**src/rtl/hsid_mse_pkg.sv**
```systemverilog
// Shared types and helpers for the hyperspectral MSE engine: mode/state enums,
// derived-width functions and saturating arithmetic on a wide scratch type.
package hsid_mse_pkg;

  typedef enum logic {MSE = 1'b0, SSE = 1'b1} mode_t;
  typedef enum logic {IDLE = 1'b0, ACCUM = 1'b1} state_t;

  // Scratch width for helpers; every engine width must stay below this.
  localparam int WIDE_W = 128;
  typedef logic [WIDE_W-1:0] wide_t;

  function automatic int lanes_f(input int word_w, input int data_w);
    return word_w / data_w;
  endfunction

  function automatic int sum_w_f(input int acc_w, input int lanes);
    return acc_w + $clog2(lanes);
  endfunction

  function automatic wide_t max_of(input int w);
    return (w >= WIDE_W) ? '1 : ((wide_t'(1) << w) - wide_t'(1));
  endfunction

  function automatic wide_t sat_add(input wide_t a, input wide_t b, input int w);
    wide_t s;
    s = a + b;
    return (s > max_of(w) || s < a) ? max_of(w) : s;
  endfunction

  function automatic wide_t sat_resize(input wide_t v, input int w);
    return (v > max_of(w)) ? max_of(w) : v;
  endfunction

endpackage

```
**src/rtl/hsid_mse_lane.sv**
```systemverilog
// One lane: registered squared difference, then a saturating accumulator.
// Two-cycle path from sample to accumulator; both stages freeze when adv is low.
module hsid_mse_lane
  import hsid_mse_pkg::*;
#(
  parameter int DATA_WIDTH     = 16,
  parameter int DATA_WIDTH_MUL = 32,
  parameter int DATA_WIDTH_ACC = 48
) (
  input  logic                      clk,
  input  logic                      rst,
  input  logic                      adv,
  input  logic                      s1_vld,
  input  logic                      s1_load,
  input  logic [DATA_WIDTH-1:0]     a,
  input  logic [DATA_WIDTH-1:0]     b,
  output logic [DATA_WIDTH_ACC-1:0] acc
);

  logic [DATA_WIDTH-1:0]     d;
  logic [DATA_WIDTH_MUL-1:0] sq;

  assign d = (a > b) ? (a - b) : (b - a);

  always_ff @(posedge clk or posedge rst) begin
    if (rst) begin
      sq  <= '0;
      acc <= '0;
    end else if (adv) begin
      sq <= DATA_WIDTH_MUL'(d) * DATA_WIDTH_MUL'(d);
      // s1 flags describe the beat whose square is currently in sq
      if (s1_vld)
        acc <= s1_load ? DATA_WIDTH_ACC'(sq)
                       : DATA_WIDTH_ACC'(sat_add(wide_t'(acc), wide_t'(sq), DATA_WIDTH_ACC));
    end
  end

endmodule

```
**src/rtl/hsid_mse_multi.sv**
```systemverilog
// Multi-lane MSE/SSE engine: per-vector lane accumulate, reduce, shift, saturate.
// Closing beat to mse_valid is 4 cycles; a held result stalls the whole pipeline.
module hsid_mse_multi
  import hsid_mse_pkg::*;
#(
  parameter int WORD_WIDTH       = 64,
  parameter int DATA_WIDTH       = 16,
  parameter int DATA_WIDTH_MUL   = 32,
  parameter int DATA_WIDTH_ACC   = 48,
  parameter int HSI_BANDS_MAX    = 256,
  parameter int HSI_LIBRARY_SIZE = 256,
  localparam int REF_W = $clog2(HSI_LIBRARY_SIZE),
  localparam int CFG_W = $clog2(HSI_BANDS_MAX) + 1
) (
  input  logic                  clk,
  input  logic                  rst,
  input  logic                  cfg_mode,
  input  logic [CFG_W-1:0]      cfg_shift,
  input  logic [CFG_W-1:0]      cfg_elements,
  input  logic                  element_valid,
  output logic                  element_ready,
  input  logic                  element_start,
  input  logic                  element_last,
  input  logic [REF_W-1:0]      vctr_ref,
  input  logic [WORD_WIDTH-1:0] element_a,
  input  logic [WORD_WIDTH-1:0] element_b,
  output logic [WORD_WIDTH-1:0] mse_value,
  output logic [REF_W-1:0]      mse_ref,
  output logic                  mse_error,
  output logic                  mse_valid,
  input  logic                  mse_ready
);

  localparam int LANES = lanes_f(WORD_WIDTH, DATA_WIDTH);
  localparam int SUM_W = sum_w_f(DATA_WIDTH_ACC, LANES);

  typedef struct packed {
    logic [REF_W-1:0] ref_idx;
    mode_t            mode;
    logic [CFG_W-1:0] shift;
    logic             err;
  } meta_t;

  logic                      adv, use_beat, load_beat, close_beat;
  state_t                    state, state_nxt;
  logic [CFG_W-1:0]          count, cnt_eff, shift_q, elems_q;
  logic [REF_W-1:0]          ref_q;
  mode_t                     mode_q;
  meta_t                     meta_eff, s1_meta, s2_meta, s3_meta;
  logic                      s1_vld, s1_load, s1_close, s2_close, s3_vld;
  logic [SUM_W-1:0]          lane_sum, s3_sum;
  logic [DATA_WIDTH_ACC-1:0] lane_acc [LANES];
  wide_t                     res;

  assign adv           = !mse_valid || mse_ready;
  assign element_ready = adv;

  always_ff @(posedge clk or posedge rst) begin
    if (rst) state <= IDLE;
    else     state <= state_nxt;
  end

  always_comb begin
    state_nxt  = state;
    use_beat   = 1'b0;
    load_beat  = 1'b0;
    close_beat = 1'b0;
    if (element_valid && adv) begin
      case (state)
        IDLE: begin
          use_beat  = element_start;
          load_beat = element_start;
        end
        ACCUM: begin
          use_beat  = 1'b1;
          load_beat = element_start;
        end
        default: ;
      endcase
      close_beat = use_beat && element_last;
      if (use_beat) state_nxt = element_last ? IDLE : ACCUM;
    end
  end

  // Start-beat values are used directly so single-beat vectors see their own cfg.
  always_comb begin
    cnt_eff          = load_beat ? CFG_W'(1) : ((&count) ? count : count + CFG_W'(1));
    meta_eff.ref_idx = load_beat ? vctr_ref : ref_q;
    meta_eff.mode    = load_beat ? mode_t'(cfg_mode) : mode_q;
    meta_eff.shift   = load_beat ? cfg_shift : shift_q;
    meta_eff.err     = cnt_eff != (load_beat ? cfg_elements : elems_q);
  end

  always_ff @(posedge clk or posedge rst) begin
    if (rst) begin
      count   <= '0;
      ref_q   <= '0;
      mode_q  <= MSE;
      shift_q <= '0;
      elems_q <= '0;
    end else begin
      if (use_beat) count <= cnt_eff;
      if (load_beat) begin
        ref_q   <= vctr_ref;
        mode_q  <= mode_t'(cfg_mode);
        shift_q <= cfg_shift;
        elems_q <= cfg_elements;
      end
    end
  end

  for (genvar i = 0; i < LANES; i++) begin : g_lane
    hsid_mse_lane #(
      .DATA_WIDTH     (DATA_WIDTH),
      .DATA_WIDTH_MUL (DATA_WIDTH_MUL),
      .DATA_WIDTH_ACC (DATA_WIDTH_ACC)
    ) u_lane (
      .clk     (clk),
      .rst     (rst),
      .adv     (adv),
      .s1_vld  (s1_vld),
      .s1_load (s1_load),
      .a       (element_a[i*DATA_WIDTH +: DATA_WIDTH]),
      .b       (element_b[i*DATA_WIDTH +: DATA_WIDTH]),
      .acc     (lane_acc[i])
    );
  end

  always_comb begin
    lane_sum = '0;
    for (int i = 0; i < LANES; i++) lane_sum = lane_sum + SUM_W'(lane_acc[i]);
  end

  always_comb begin
    res = wide_t'(s3_sum);
    if (s3_meta.mode == MSE) res = res >> s3_meta.shift;
  end

  always_ff @(posedge clk or posedge rst) begin
    if (rst) begin
      s1_vld    <= 1'b0;
      s1_load   <= 1'b0;
      s1_close  <= 1'b0;
      s1_meta   <= '0;
      s2_close  <= 1'b0;
      s2_meta   <= '0;
      s3_vld    <= 1'b0;
      s3_sum    <= '0;
      s3_meta   <= '0;
      mse_valid <= 1'b0;
      mse_value <= '0;
      mse_ref   <= '0;
      mse_error <= 1'b0;
    end else if (adv) begin
      s1_vld    <= use_beat;
      s1_load   <= load_beat;
      s1_close  <= close_beat;
      s1_meta   <= meta_eff;
      s2_close  <= s1_close;
      s2_meta   <= s1_meta;
      // lane accumulators now hold the closing beat's contribution
      s3_vld    <= s2_close;
      if (s2_close) begin
        s3_sum  <= lane_sum;
        s3_meta <= s2_meta;
      end
      mse_valid <= s3_vld;
      if (s3_vld) begin
        mse_value <= WORD_WIDTH'(sat_resize(res, WORD_WIDTH));
        mse_ref   <= s3_meta.ref_idx;
        mse_error <= s3_meta.err;
      end
    end
  end

endmodule

```
**config.mk**
```make
export PLATFORM = sky130hd
export DESIGN_NAME = hsid_mse_multi
export DESIGN_NICKNAME = d
export VERILOG_FILES = /design/src/rtl/hsid_mse_pkg.sv /design/src/rtl/hsid_mse_lane.sv /design/src/rtl/hsid_mse_multi.sv
export SDC_FILE = /design/constraint.sdc
export NUM_CORES = 2
export LEC_CHECK = 0
export ABC_AREA = 1
export BUFFER_PORTS_ARGS = -buffer_cell sky130_fd_sc_hd__buf_2
export CAP_MARGIN = 10
export CORE_UTILIZATION = 50
export CTS_CLUSTER_SIZE = 12
export DETAILED_ROUTE_END_ITERATION = 12
export GPL_ROUTABILITY_DRIVEN = 0
export GPL_TIMING_DRIVEN = 0
export HOLD_SLACK_MARGIN = 0.12
export PLACE_DENSITY = 0.66
export SETUP_SLACK_MARGIN = 0.1
export SYNTH_ARGS = -nofsm -noshare
export SYNTH_HDL_FRONTEND = slang
export SYNTH_SLANG_ARGS = --single-unit
```
**constraint.sdc**
```tcl
create_clock -name clk -period 37.4 [get_ports clk]
set_input_delay 0 -clock clk [delete_from_list [all_inputs] [get_ports clk]]
set_output_delay 0 -clock clk [all_outputs]
set_load 0.02 [all_outputs]
```
==> results_dict.tcl <==
set metrics [dict create \
    final_nets 13800 \
    die_x_microns 405 \
    finalHoldViolations 0 \
    antenna_found_initial 2 \
    critical-path-top-delay-family "adder cells" \
    synth_seq_cells 525 \
    synth.yosys.seq_area_share 0.162 \
    synthToLayoutAreaGrowth_pct 8.10 \
    io_pins 236 \
    final_cell_mix "nand2_1, inv_1, nor2_1" \
    synth_cell_types 67 \
    root_buffer "clkbuf_16" \
    maxSlewHeadroom 0.111 \
    io_buffers 221 \
    async_reset_ff_frac 1.00 \
    avgViaCountPerCell 5.43 \
    dp_slack_ps 28480 \
    required_ps 37920 \
    firstDrtPassIters 6 \
    clk_pin_slew_ps 60 \
    crit_top_cell "fa_1" \
    post-cts-setup-buffer-count 0 \
    fin_ws_ps 28940 \
    cp_max_fo 9 \
    multi_input_area_sq_um 58200 \
    avgSynthCellArea_sq_um 6.98 \
    finalMaxSlewViolations 0 \
    n_antenna_cell 0 \
    critPathArrivalTime_ps 8970 \
    layout_min_cycle_time_ps 8460 \
    yosys.area.top_type "fa_1" \
    clockBufferDepth 3 \
    rsz0062_at_grt "false" \
    synth.area.top_cells "fa_1, dfrtp_1, ha_1" \
    overflow 0 \
    outcome "finished clean" \
    path_buf_inv 6 \
    hpwl_microns 217000 \
    yosysTopAreaCellShare 0.187 \
    drv_cap 0 \
    final_common_cell "nand2_1" \
    cts.sinks 525 \
    placed_cells 14000 \
    criticalPathCategory "input port to register" \
    setup_tns_ps 0 \
    crit_start "element_b[17]" \
    grt.total_usage 0.317 \
    route.detailed.drc 0 \
    die_y_microns 405 \
    worstMarginPinSlew_ps 1330 \
    nFillCells 15700 \
    numCtsBuffers 56 \
    period_share 0.226 \
    grt_max_degree 122 \
    crit_path_start_kind "input port" \
    drt_iter0_markers 6631 \
    fmax_mhz 118 \
    synth_edf_count 0 \
    row_count 147 \
    grt_pass1_wl_microns 412000 \
    slowest_delay_ps 1030 \
    synth_area_sq_um 81200 \
    cts_tree "built" \
    hold_class "input port to register" \
    wire_per_inst_microns 18.4 \
    worst_path_max_delay_cell "xor2_1" \
    ys_warn_count 0 \
    antenna_left 0 \
    seq_area_sq_um 13100 \
    start_util 0.505 \
    route.vias.total 77100 \
    r2r_start "g_lane[0].u_lane.acc[2]" \
    whs_ps 190 \
    die_area_sq_um 164000 \
    core_sq_um 161000 \
    wl_microns 261000 \
    critPathCaptureType "register" \
    min_from "cfg_shift[0]" \
    clock_skew_ps 62.6 \
    synth_ff_type "dfrtp_1" \
    stdcell_count 14200 \
    drive_gt1_frac 0.0487 \
    grt_pass1_vias 75700 \
    clk_latency_ps 690 \
    finalSetupViolations 0 \
    synthCells 11600 \
    htreeDepth 2 \
]
==> final cells by class <==
cell class,instances,share of cell area
clock buffers,76,0.0180
multi-input cells,8531,0.663
flip-flops and latches,525,0.150
plain buffers,319,0.0163
repair buffers,300,0.0228
inverters,2266,0.0970
well taps,2160,0.0308
clock inverters,16,0.00271
==> metal layers <==
| layer | GRT usage | up-vias | part of all wire |
|---|---|---|---|
| met5 | 0 | - | 0 |
| met4 | 0.154 | 0 | 0.057 |
| met3 | 0.0448 | 639 | 0.080 |
| met2 | 0.507 | 3243 | 0.44 |
| met1 | 0.421 | 36300 | 0.42 |
| li1 | - | 37000 | - |
==> through the flow <==
stage / utilization / cell area (sq um)
floorplan: - / 81200
global placement: 0.529 / 85100
detailed placement: 0.530 / 85300
CTS: 0.545 / 87800
global route: 0.545 / 87800
finish: 0.545 / 87800
==> flip-flops by register name (all words and copies together), names as in the netlist, 19 cells and up <==
signal / flops
g_lane.u_lane.sq: 124
s3_sum: 50
s2_meta: 19
mse_value: 50
g_lane.u_lane.acc: 192
s1_meta: 19
s3_meta: 19
==> logic make-up after synthesis <==
| family | count (synthesis) | synth area share |
|---|---|---|
| other | 1 | 0.0000462 |
| AO/OA/AOI/OAI | 1725 | 0.116 |
| AND/OR/NAND/NOR | 4838 | 0.242 |
| adder cells (fa/ha/maj) | 1610 | 0.318 |
| multiplexers | 23 | 0.00305 |
| XOR/XNOR | 321 | 0.0363 |
| flip-flops | 525 | 0.162 |
| buffers and inverters | 2585 | 0.122 |
==> worst reg2reg max path: cells and delay by family, from the launching register on <==
kind	cells	cell delay [ps]
adders and majority gates	2	650
buffers and inverters	6	690
AOI/OAI and AO/OA	4	950
xor gates and xnor gates	1	230
DFF	1	480
and+or+nand+nor	19	1980
==> synthesized netlist by cell type (26+ instances only) <==
cell and instances:
ha_1 850, xor2_1 218, o211ai_1 55, inv_2 27, o21a_1 26, a21oi_1 735, dfrtp_1 525, fa_1 760
nand3_1 557, nor2_1 1143, clkbuf_1 225, buf_2 43, a31oi_1 64, nand4_1 68, nor3_1 82, inv_1 2222
or2_2 82, o21bai_1 34, nand2_1 2811, xnor2_1 89, o21ai_0 655, a21o_1 35
==> timing repair <==
| item | 4_1_cts | 5_1_grt |
|---|---|---|
| hold buffers | 70 | 0 |
| gates resized for setup | 0 | 0 |
| endpoints found under the hold margin | 185 | 0 |
==> worst paths after layout <==
| check | end | slack, ps | cells after the start |
|---|---|---|---|
| hold reg to reg | s3_meta[7] | 470 | 2 |
| setup / recovery | g_lane[1].u_lane.sq[28] | 28940 | 30 |
| max in group asynchronous | g_lane[1].u_lane.sq[30] | 35560 | 5 |
| hold / removal | shift_q[0] | 190 | 4 |
| setup reg to reg | g_lane[0].u_lane.acc[4] | 32300 | 32 |
| min in group asynchronous | elems_q[7] | 670 | 4 |
Power is not shown: default switching activity piles up to over one toggle a cycle in this logic, so the estimate is an artifact.
